`src/rtl/axil_addr_map_responder.sv`:
```
// AXI4-Lite slave responder for the bench address map.
// A contiguous run of NUM_WINDOWS windows, each 2^WIN_BITS bytes, starts at
// BASE_ADDR. Each window holds REGS_PER_WIN 32-bit scratch registers.
// Addresses outside the windows get DECERR. Offsets past the register bank
// get SLVERR.
// Ports:
//   clk, rst            clock, asynchronous active-high reset
//   s_axi_aw*/w*/b*     write address, write data and write response channels
//   s_axi_ar*/r*        read address and read data channels
//   decerr_count        saturating count of DECERR responses (reads + writes)
module axil_addr_map_responder #(
  parameter logic [63:0] BASE_ADDR    = 64'h0000020201000000,
  parameter int          NUM_WINDOWS  = 12,
  parameter int          WIN_BITS     = 16,
  parameter int          REGS_PER_WIN = 4,
  parameter logic [31:0] RESET_VALUE  = 32'h00000000
) (
  input  logic        clk,
  input  logic        rst,
  input  logic [63:0] s_axi_awaddr,
  input  logic        s_axi_awvalid,
  output logic        s_axi_awready,
  input  logic [31:0] s_axi_wdata,
  input  logic [3:0]  s_axi_wstrb,
  input  logic        s_axi_wvalid,
  output logic        s_axi_wready,
  output logic [1:0]  s_axi_bresp,
  output logic        s_axi_bvalid,
  input  logic        s_axi_bready,
  input  logic [63:0] s_axi_araddr,
  input  logic        s_axi_arvalid,
  output logic        s_axi_arready,
  output logic [31:0] s_axi_rdata,
  output logic [1:0]  s_axi_rresp,
  output logic        s_axi_rvalid,
  input  logic        s_axi_rready,
  output logic [15:0] decerr_count
);

  localparam int unsigned NREGS = NUM_WINDOWS * REGS_PER_WIN;
  localparam int unsigned IDXW  = (NREGS > 1) ? $clog2(NREGS) : 1;

  localparam logic [1:0] RESP_OKAY   = 2'b00;
  localparam logic [1:0] RESP_SLVERR = 2'b10;
  localparam logic [1:0] RESP_DECERR = 2'b11;

  typedef enum logic [1:0] {W_IDLE, W_HAVE_A, W_HAVE_D, W_RESP} wstate_e;
  typedef enum logic       {R_IDLE, R_RESP} rstate_e;

  // Address decode. The addr < BASE_ADDR test guards the wrapped subtraction.
  function automatic logic [1:0] dec_resp(input logic [63:0] a);
    logic [63:0] win;
    win = (a - BASE_ADDR) >> WIN_BITS;
    if ((a < BASE_ADDR) || (win >= 64'(NUM_WINDOWS)))
      dec_resp = RESP_DECERR;
    else if (64'(a[WIN_BITS-1:0]) >= 64'(4 * REGS_PER_WIN))
      dec_resp = RESP_SLVERR;
    else
      dec_resp = RESP_OKAY;
  endfunction

  // Flat register index. It is forced to 0 for non-OKAY addresses so the
  // bank is never indexed out of range.
  function automatic logic [IDXW-1:0] dec_idx(input logic [63:0] a);
    logic [63:0] flat;
    flat = (((a - BASE_ADDR) >> WIN_BITS) * 64'(REGS_PER_WIN)) + 64'(a[WIN_BITS-1:2]);
    dec_idx = (dec_resp(a) == RESP_OKAY) ? IDXW'(flat) : '0;
  endfunction

  logic [31:0] regs_q [NREGS];

  // ---------------- write channel ----------------
  wstate_e     wstate_q, wstate_d;
  logic [63:0] awaddr_q, awaddr_d;
  logic [31:0] wdata_q, wdata_d;
  logic [3:0]  wstrb_q, wstrb_d;
  logic [1:0]  bresp_q, bresp_d;

  logic        aw_hs, w_hs;
  logic        commit;
  logic [63:0] c_addr;
  logic [31:0] c_data;
  logic [3:0]  c_strb;
  logic [1:0]  c_resp;
  logic [IDXW-1:0] c_idx;

  assign s_axi_awready = (wstate_q == W_IDLE) || (wstate_q == W_HAVE_D);
  assign s_axi_wready  = (wstate_q == W_IDLE) || (wstate_q == W_HAVE_A);
  assign s_axi_bvalid  = (wstate_q == W_RESP);
  assign s_axi_bresp   = bresp_q;

  assign aw_hs = s_axi_awvalid && s_axi_awready;
  assign w_hs  = s_axi_wvalid && s_axi_wready;

  always_comb begin
    wstate_d = wstate_q;
    awaddr_d = awaddr_q;
    wdata_d  = wdata_q;
    wstrb_d  = wstrb_q;
    bresp_d  = bresp_q;
    commit   = 1'b0;
    c_addr   = s_axi_awaddr;
    c_data   = s_axi_wdata;
    c_strb   = s_axi_wstrb;
    unique case (wstate_q)
      W_IDLE: begin
        if (aw_hs && w_hs) begin
          commit   = 1'b1;
          wstate_d = W_RESP;
        end else if (aw_hs) begin
          awaddr_d = s_axi_awaddr;
          wstate_d = W_HAVE_A;
        end else if (w_hs) begin
          wdata_d  = s_axi_wdata;
          wstrb_d  = s_axi_wstrb;
          wstate_d = W_HAVE_D;
        end
      end
      W_HAVE_A: begin
        c_addr = awaddr_q;
        if (w_hs) begin
          commit   = 1'b1;
          wstate_d = W_RESP;
        end
      end
      W_HAVE_D: begin
        c_data = wdata_q;
        c_strb = wstrb_q;
        if (aw_hs) begin
          commit   = 1'b1;
          wstate_d = W_RESP;
        end
      end
      W_RESP: begin
        if (s_axi_bready) wstate_d = W_IDLE;
      end
      default: wstate_d = W_IDLE;
    endcase
    if (commit) bresp_d = dec_resp(c_addr);
  end

  assign c_resp = dec_resp(c_addr);
  assign c_idx  = dec_idx(c_addr);

  always_ff @(posedge clk or posedge rst) begin
    if (rst) begin
      wstate_q <= W_IDLE;
      awaddr_q <= '0;
      wdata_q  <= '0;
      wstrb_q  <= '0;
      bresp_q  <= '0;
    end else begin
      wstate_q <= wstate_d;
      awaddr_q <= awaddr_d;
      wdata_q  <= wdata_d;
      wstrb_q  <= wstrb_d;
      bresp_q  <= bresp_d;
    end
  end

  // Register bank. A read on the same edge samples the pre-write value.
  always_ff @(posedge clk or posedge rst) begin
    if (rst) begin
      for (int unsigned i = 0; i < NREGS; i++) regs_q[i] <= RESET_VALUE;
    end else if (commit && (c_resp == RESP_OKAY)) begin
      for (int unsigned b = 0; b < 4; b++)
        if (c_strb[b]) regs_q[c_idx][8*b +: 8] <= c_data[8*b +: 8];
    end
  end

  // ---------------- read channel ----------------
  rstate_e     rstate_q, rstate_d;
  logic [31:0] rdata_q, rdata_d;
  logic [1:0]  rresp_q, rresp_d;
  logic        ar_hs;
  logic [1:0]  ar_resp;
  logic [IDXW-1:0] ar_idx;

  assign s_axi_arready = (rstate_q == R_IDLE);
  assign s_axi_rvalid  = (rstate_q == R_RESP);
  assign s_axi_rdata   = rdata_q;
  assign s_axi_rresp   = rresp_q;

  assign ar_hs   = s_axi_arvalid && s_axi_arready;
  assign ar_resp = dec_resp(s_axi_araddr);
  assign ar_idx  = dec_idx(s_axi_araddr);

  always_comb begin
    rstate_d = rstate_q;
    rdata_d  = rdata_q;
    rresp_d  = rresp_q;
    unique case (rstate_q)
      R_IDLE: begin
        if (ar_hs) begin
          rresp_d  = ar_resp;
          rdata_d  = (ar_resp == RESP_OKAY) ? regs_q[ar_idx] : '0;
          rstate_d = R_RESP;
        end
      end
      R_RESP: begin
        if (s_axi_rready) rstate_d = R_IDLE;
      end
      default: rstate_d = R_IDLE;
    endcase
  end

  always_ff @(posedge clk or posedge rst) begin
    if (rst) begin
      rstate_q <= R_IDLE;
      rdata_q  <= '0;
      rresp_q  <= '0;
    end else begin
      rstate_q <= rstate_d;
      rdata_q  <= rdata_d;
      rresp_q  <= rresp_d;
    end
  end

  // ---------------- DECERR counter ----------------
  logic [15:0] decerr_q, decerr_d;
  logic [1:0]  dec_inc;
  logic [16:0] dec_sum;

  always_comb begin
    dec_inc  = {1'b0, commit && (c_resp == RESP_DECERR)}
             + {1'b0, ar_hs && (ar_resp == RESP_DECERR)};
    dec_sum  = {1'b0, decerr_q} + 17'(dec_inc);
    decerr_d = dec_sum[16] ? '1 : dec_sum[15:0];
  end

  always_ff @(posedge clk or posedge rst) begin
    if (rst) decerr_q <= '0;
    else     decerr_q <= decerr_d;
  end

  assign decerr_count = decerr_q;

endmodule

```
`config.mk`:
```
export PLATFORM = sky130hd
export DESIGN_NAME = axil_addr_map_responder
export DESIGN_NICKNAME = d
export VERILOG_FILES = /design/src/rtl/axil_addr_map_responder.sv
export SDC_FILE = /design/constraint.sdc
export NUM_CORES = 2
export LEC_CHECK = 0
export CAP_MARGIN = 20
export CORE_ASPECT_RATIO = 0.8
export CORE_UTILIZATION = 38
export CTS_BUF_LIST = sky130_fd_sc_hd__clkbuf_8
export DETAILED_ROUTE_END_ITERATION = 6
export PLACE_DENSITY_LB_ADDON = 0.15
export SKIP_CTS_REPAIR_TIMING = 1
export SYNTH_ARGS = -nofsm -noshare
export SYNTH_HDL_FRONTEND = slang
export SYNTH_SLANG_ARGS = --single-unit
```
`constraint.sdc`:
```
create_clock -name clk -period 55.3 [get_ports clk]
set_clock_uncertainty 0.05 [all_clocks]
set_input_delay 8.295 -clock clk [delete_from_list [all_inputs] [get_ports clk]]
set_output_delay 8.295 -clock clk [all_outputs]
set_load 0.02 [all_outputs]
```
==> reports/qor_table.md <==
| Step | Parameter | Reported |
|---|---|---|
| critical path | Cell breakdown of the critical path | clkdlybuf4s50_1 > or3_1 > a211oi_1 > a31oi_1 > or4_1 > or4_4 > nor2_8 > buf_4 > buf_4 > nor2_1 > o32a_1 > nand3_1 > nand4_1 > o31ai_1 |
| floorplanning | Std-Cell Core Area | 206000 sq um |
| placement | Routability-driven placement congestion ratio | 0.898 |
| timing | Final-layout setup total negative slack | 0 ns |
| outcome | Run status | finished with violations |
| timing | Number of hold-slack violations in the final timing report | 0 |
| final layout | Share of final-layout standard cells stronger than drive strength 1 | 0.180 |
| critical path | Critical path's most frequent cell | sky130_fd_sc_hd__buf_4 |
| placement | Post-DP HPWL | 200000 um |
| timing | Post-route clock period utilization | 0.266 |
| cts | Clock transition at the register clock pins on the worst setup and hold paths after CTS | 0.06 ns |
| critical path | Delay of the slowest cell on the worst path | 0.93 ns |
| global routing | Leftover overflow at the end of global routing | 0 |
| final layout | Sequential cell area | 42300 sq um |
| cts | Num CTS Buffers | 306 |
| synth | Predominant post-synthesis flop cell | sky130_fd_sc_hd__dfrtp_1 |
| critical path | Max stage delay cell, worst path | sky130_fd_sc_hd__or4_1 |
| synth | Synthesized area | 78900 sq um |
| flow run | # Max-Cap Violations | 0 |
| final layout | Final core utilization | 0.437 |
| synth | Share of synthesized area occupied by flip-flops and latches | 0.536 |
| critical path | Beginning of the worst register-to-register path | wstate_q[1] |
| synth | Dominant combinational cell family by area after synthesis | compound AO/OA/AOI/OAI gates |
| synth | Per-instance average area after synthesis | 10.1 sq um |
| floorplanning | DIE WIDTH | 511 um |
| final layout | Most frequent standard cell in the layout excluding fill and tap cells | sky130_fd_sc_hd__dfrtp_1 |
| hold path | Cell depth of the worst hold path | 2 |
| synth | XOR/XNOR Fraction of Synth Area | 0.00311 |
| cts | TritonCTS clock tree | yes |
| pwr | Cell leakage power | 40.3 nW |
| critical path | Number of buffer and inverter instances along the worst setup path | 3 |
| timing | Actual slew at the worst max-slew pin | 1.21 ns |
| critical path | Worst Path Required | 56.16 ns |
| outcome | Violations in the final reports | design-rule violations |
| critical path | Endpoint of the worst-slack reg-to-reg timing path | decerr_count[1] |
| final layout | Layout fillers | 19700 |
| floorplanning | Height of the die | 409 um |
| critical path | Largest fanout on the critical path | 42 |
| critical path | Kind of end point of the critical path | flop |
| cts | Maximum root-to-sink buffer count | 4 |
| final layout | Synth-to-Final Area Change | 14.3% |
| routing | Count of antenna-violating nets left after detailed routing | 0 |
| critical path | Slack of the worst reg-to-reg path | 48.64 ns |
| global routing | GRT Overall Usage | 0.288 |
| cts | H-tree levels | 5 |
| synth | Number of enable flip-flop cells after synthesis | 0 |
| routing | Drt first-iter violations | 6839 |
| synth | Synthesized-area fraction occupied by adder cells | 0.00267 |
| critical path | Number of cells on the worst reg-to-reg path | 20 |
| timing | RSZ-0062 raised after global routing | false |
| timing | Final setup violation count | 0 |
| critical path | Top Family by Delay on Critical Path | simple AND/OR/NAND/NOR gates |
| timing | Final count of pins violating max slew | 0 |
| synth | Warnings, synthesis | 0 |
| synth | Net Count, Synth | 7988 |
| timing | Maximum clock frequency | 0.0680 GHz |
| final layout | Final #Nets | 8112 |
| placement | Number of buffers added on ports | 223 |
| timing | Shortest period the worst path allows | 14.72 ns |
| global routing | Pin count of the biggest net entering global routing | 185 |
| routing | Detailed-route via count | 63500 |
| synth | Post-synthesis cell count | 7802 |
| critical path | Worst Setup Path Type | primary input to flop |
| routing | WL/cell | 28.1 um |
| global routing | Global-route wire length before repair | 441000 um |
| routing | Final wirelength | 305000 um |
| critical path | Data arrival time of the critical path | 15.57 ns |
| synth | Netlist cell types | 90 |
| synth | Synth Register Bits | 1689 |
| floorplanning | Standard-cell row count | 149 |
| pwr | Cell area power density | 33.7 nW/um^2 |
| pwr | Worst-case vdd ir drop | 40.8 uV |
| floorplanning | Effective utilization at floorplan | 0.382 |
| global routing | Number of global-route vias before repair | 61200 |
| synth | Post-synthesis compound-gate area fraction | 0.150 |
| synth | Multiplexer fraction of the synthesized cell area | 0.149 |
| routing | Detailed-routing iteration count for the pre-antenna-repair pass | 7 |
| routing | Number of DRC violations after detailed routing | 1 |
| cts | # clock sinks | 1689 |
| hold path | Path class of the lowest-slack min-delay path | flop to flop |
| critical path | Startpoint type of the worst setup path | primary input |
| cts | Later-pin clock latency in the skew report | 1.08 ns |
| routing | Via count normalized by instance count | 5.86 |
| floorplanning | Die footprint | 209000 sq um |
| hold path | Source of the worst hold timing path | regs_q[699] |
| timing | Normalized max-slew margin | 0.194 |
| global routing | Initial antenna violation count | 20 |
| final layout | Multi-input gate area | 34800 sq um |
| hold path | Worst Hold Path EP | regs_q[699] |
| synth | Share of async-settable or async-resettable flops after synthesis | 1.00 |
| floorplanning | Number of placed I/O pins | 228 |
| synth | Simple-gate portion of the synthesized area | 0.128 |
| cts | Master cell of the clock root buffer | sky130_fd_sc_hd__clkbuf_8 |
| final layout | Most used cells in the layout excluding fill and tap cells | 1689 x sky130_fd_sc_hd__dfrtp_1, 1437 x sky130_fd_sc_hd__nand2_1, 1209 x sky130_fd_sc_hd__o21ai_0 |
## cell usage after synthesis (16+ instances only)
library cell / n / area, sq um
sky130_fd_sc_hd__a211oi_1: 66 / 495
sky130_fd_sc_hd__and3_1: 26 / 163
sky130_fd_sc_hd__buf_1: 36 / 135
sky130_fd_sc_hd__nor4_1: 52 / 325
sky130_fd_sc_hd__a221oi_1: 26 / 228
sky130_fd_sc_hd__mux4_2: 32 / 721
sky130_fd_sc_hd__and2_1: 23 / 144
sky130_fd_sc_hd__nand2b_1: 16 / 100
sky130_fd_sc_hd__mux2_2: 736 / 8290
sky130_fd_sc_hd__nand4_1: 26 / 163
sky130_fd_sc_hd__o31ai_1: 27 / 203
sky130_fd_sc_hd__o41ai_1: 19 / 166
sky130_fd_sc_hd__clkbuf_1: 496 / 1860
sky130_fd_sc_hd__o211ai_1: 27 / 203
sky130_fd_sc_hd__a21oi_1: 303 / 1520
sky130_fd_sc_hd__o31a_1: 18 / 158
sky130_fd_sc_hd__nand3_1: 191 / 956
sky130_fd_sc_hd__or4_1: 34 / 255
sky130_fd_sc_hd__a31oi_1: 16 / 100
sky130_fd_sc_hd__a2bb2oi_1: 16 / 140
sky130_fd_sc_hd__nand2_1: 1442 / 5410
sky130_fd_sc_hd__mux2i_1: 274 / 2740
sky130_fd_sc_hd__o21ai_0: 1209 / 6050
sky130_fd_sc_hd__a21o_1: 16 / 120
sky130_fd_sc_hd__nor3_1: 146 / 731
sky130_fd_sc_hd__buf_2: 46 / 230
sky130_fd_sc_hd__o32ai_1: 36 / 315
sky130_fd_sc_hd__o311ai_0: 29 / 254
sky130_fd_sc_hd__dfrtp_1: 1689 / 42300
sky130_fd_sc_hd__inv_1: 42 / 158
sky130_fd_sc_hd__o22ai_1: 90 / 563
sky130_fd_sc_hd__or3_1: 28 / 175
sky130_fd_sc_hd__nor2_1: 316 / 1190
## where the power goes
group / total [W] / internal (W) / switching, W
Combinational: 0.000596 / 0.000163 / 0.000433
Clock: 0.00113 / 0.000603 / 0.000532
Sequential: 0.00131 / 0.00128 / 0.0000311
Total: 0.00304 / 0.00204 / 0.000996
## how the worst max path moves through the flow
stage	from	endpoint	slack (ns)	depth (start not counted)
after floorplan	rst	awaddr_q[10]	23.54	1
after global placement	s_axi_araddr[42]	s_axi_rdata[0]	39.78	14
after detailed placement	s_axi_araddr[42]	s_axi_rdata[0]	39.77	14
after CTS	s_axi_araddr[42]	s_axi_rdata[0]	40.82	14
after global routing	s_axi_araddr[42]	s_axi_rdata[0]	40.50	14
final	s_axi_araddr[42]	s_axi_rdata[0]	40.58	14
## metrics by stage
stage               instances  worst slack [ns]  hold slack, ns  total power [W]  area [sq um]
floorplan                7802             23.54           0.392          0.00162         78900
global placement        10300             39.78           0.404          0.00190         84200
detailed placement      10300             39.77           0.413          0.00191         84300
CTS                     10800             40.82           0.426          0.00304         89900
global route            10800             40.50           0.444          0.00314         90100
finish                  10800             40.58           0.422          0.00304         90100
## cells by family (layout without fill, tap and decap cells)
logic type      Yosys count  after routing
compound gates         2039           2039
xor+xnor                 28             28
fa+ha+maj                15             15
buf+inv                 633            941
flops                  1689           1689
mux                    1042           1042
other cells               0             14
simple gates           2356           2356
## state kept, by name (all words and copies together), names as in the netlist
register,cells
awaddr_q,62
wstrb_q,4
s_axi_rvalid,1
wdata_q,32
decerr_count,16
wstate_q,2
regs_q,1536
s_axi_bresp,2
s_axi_rresp,2
s_axi_rdata,32
## layer usage
| metal | vias up | part of all wire | track usage |
|---|---|---|---|
| li1 | 28000 | - | - |
| met1 | 32200 | 0.46 | 0.423 |
| met2 | 2624 | 0.42 | 0.413 |
| met3 | 589 | 0.079 | 0.0549 |
| met4 | 2 | 0.043 | 0.119 |
| met5 | - | 0.000043 | 0 |
## layout make-up
type,instances,share of cell area
Tap cell,2718,0.0377
Sequential cell,1689,0.469
Clock buffer,374,0.0571
Timing Repair Buffer,405,0.0422
Inverter,44,0.00187
Antenna cell,14,0.000389
Clock inverter,118,0.00536
Multi-Input combinational cell,5480,0.386
## worst min-delay path, stage by stage (launching register included)
cell	delay, ns
sky130_fd_sc_hd__dfrtp_1	0.34
sky130_fd_sc_hd__nand2_1	0.04
sky130_fd_sc_hd__o21ai_0	0.06
Note: power is estimated with default switching activity, not from simulation.
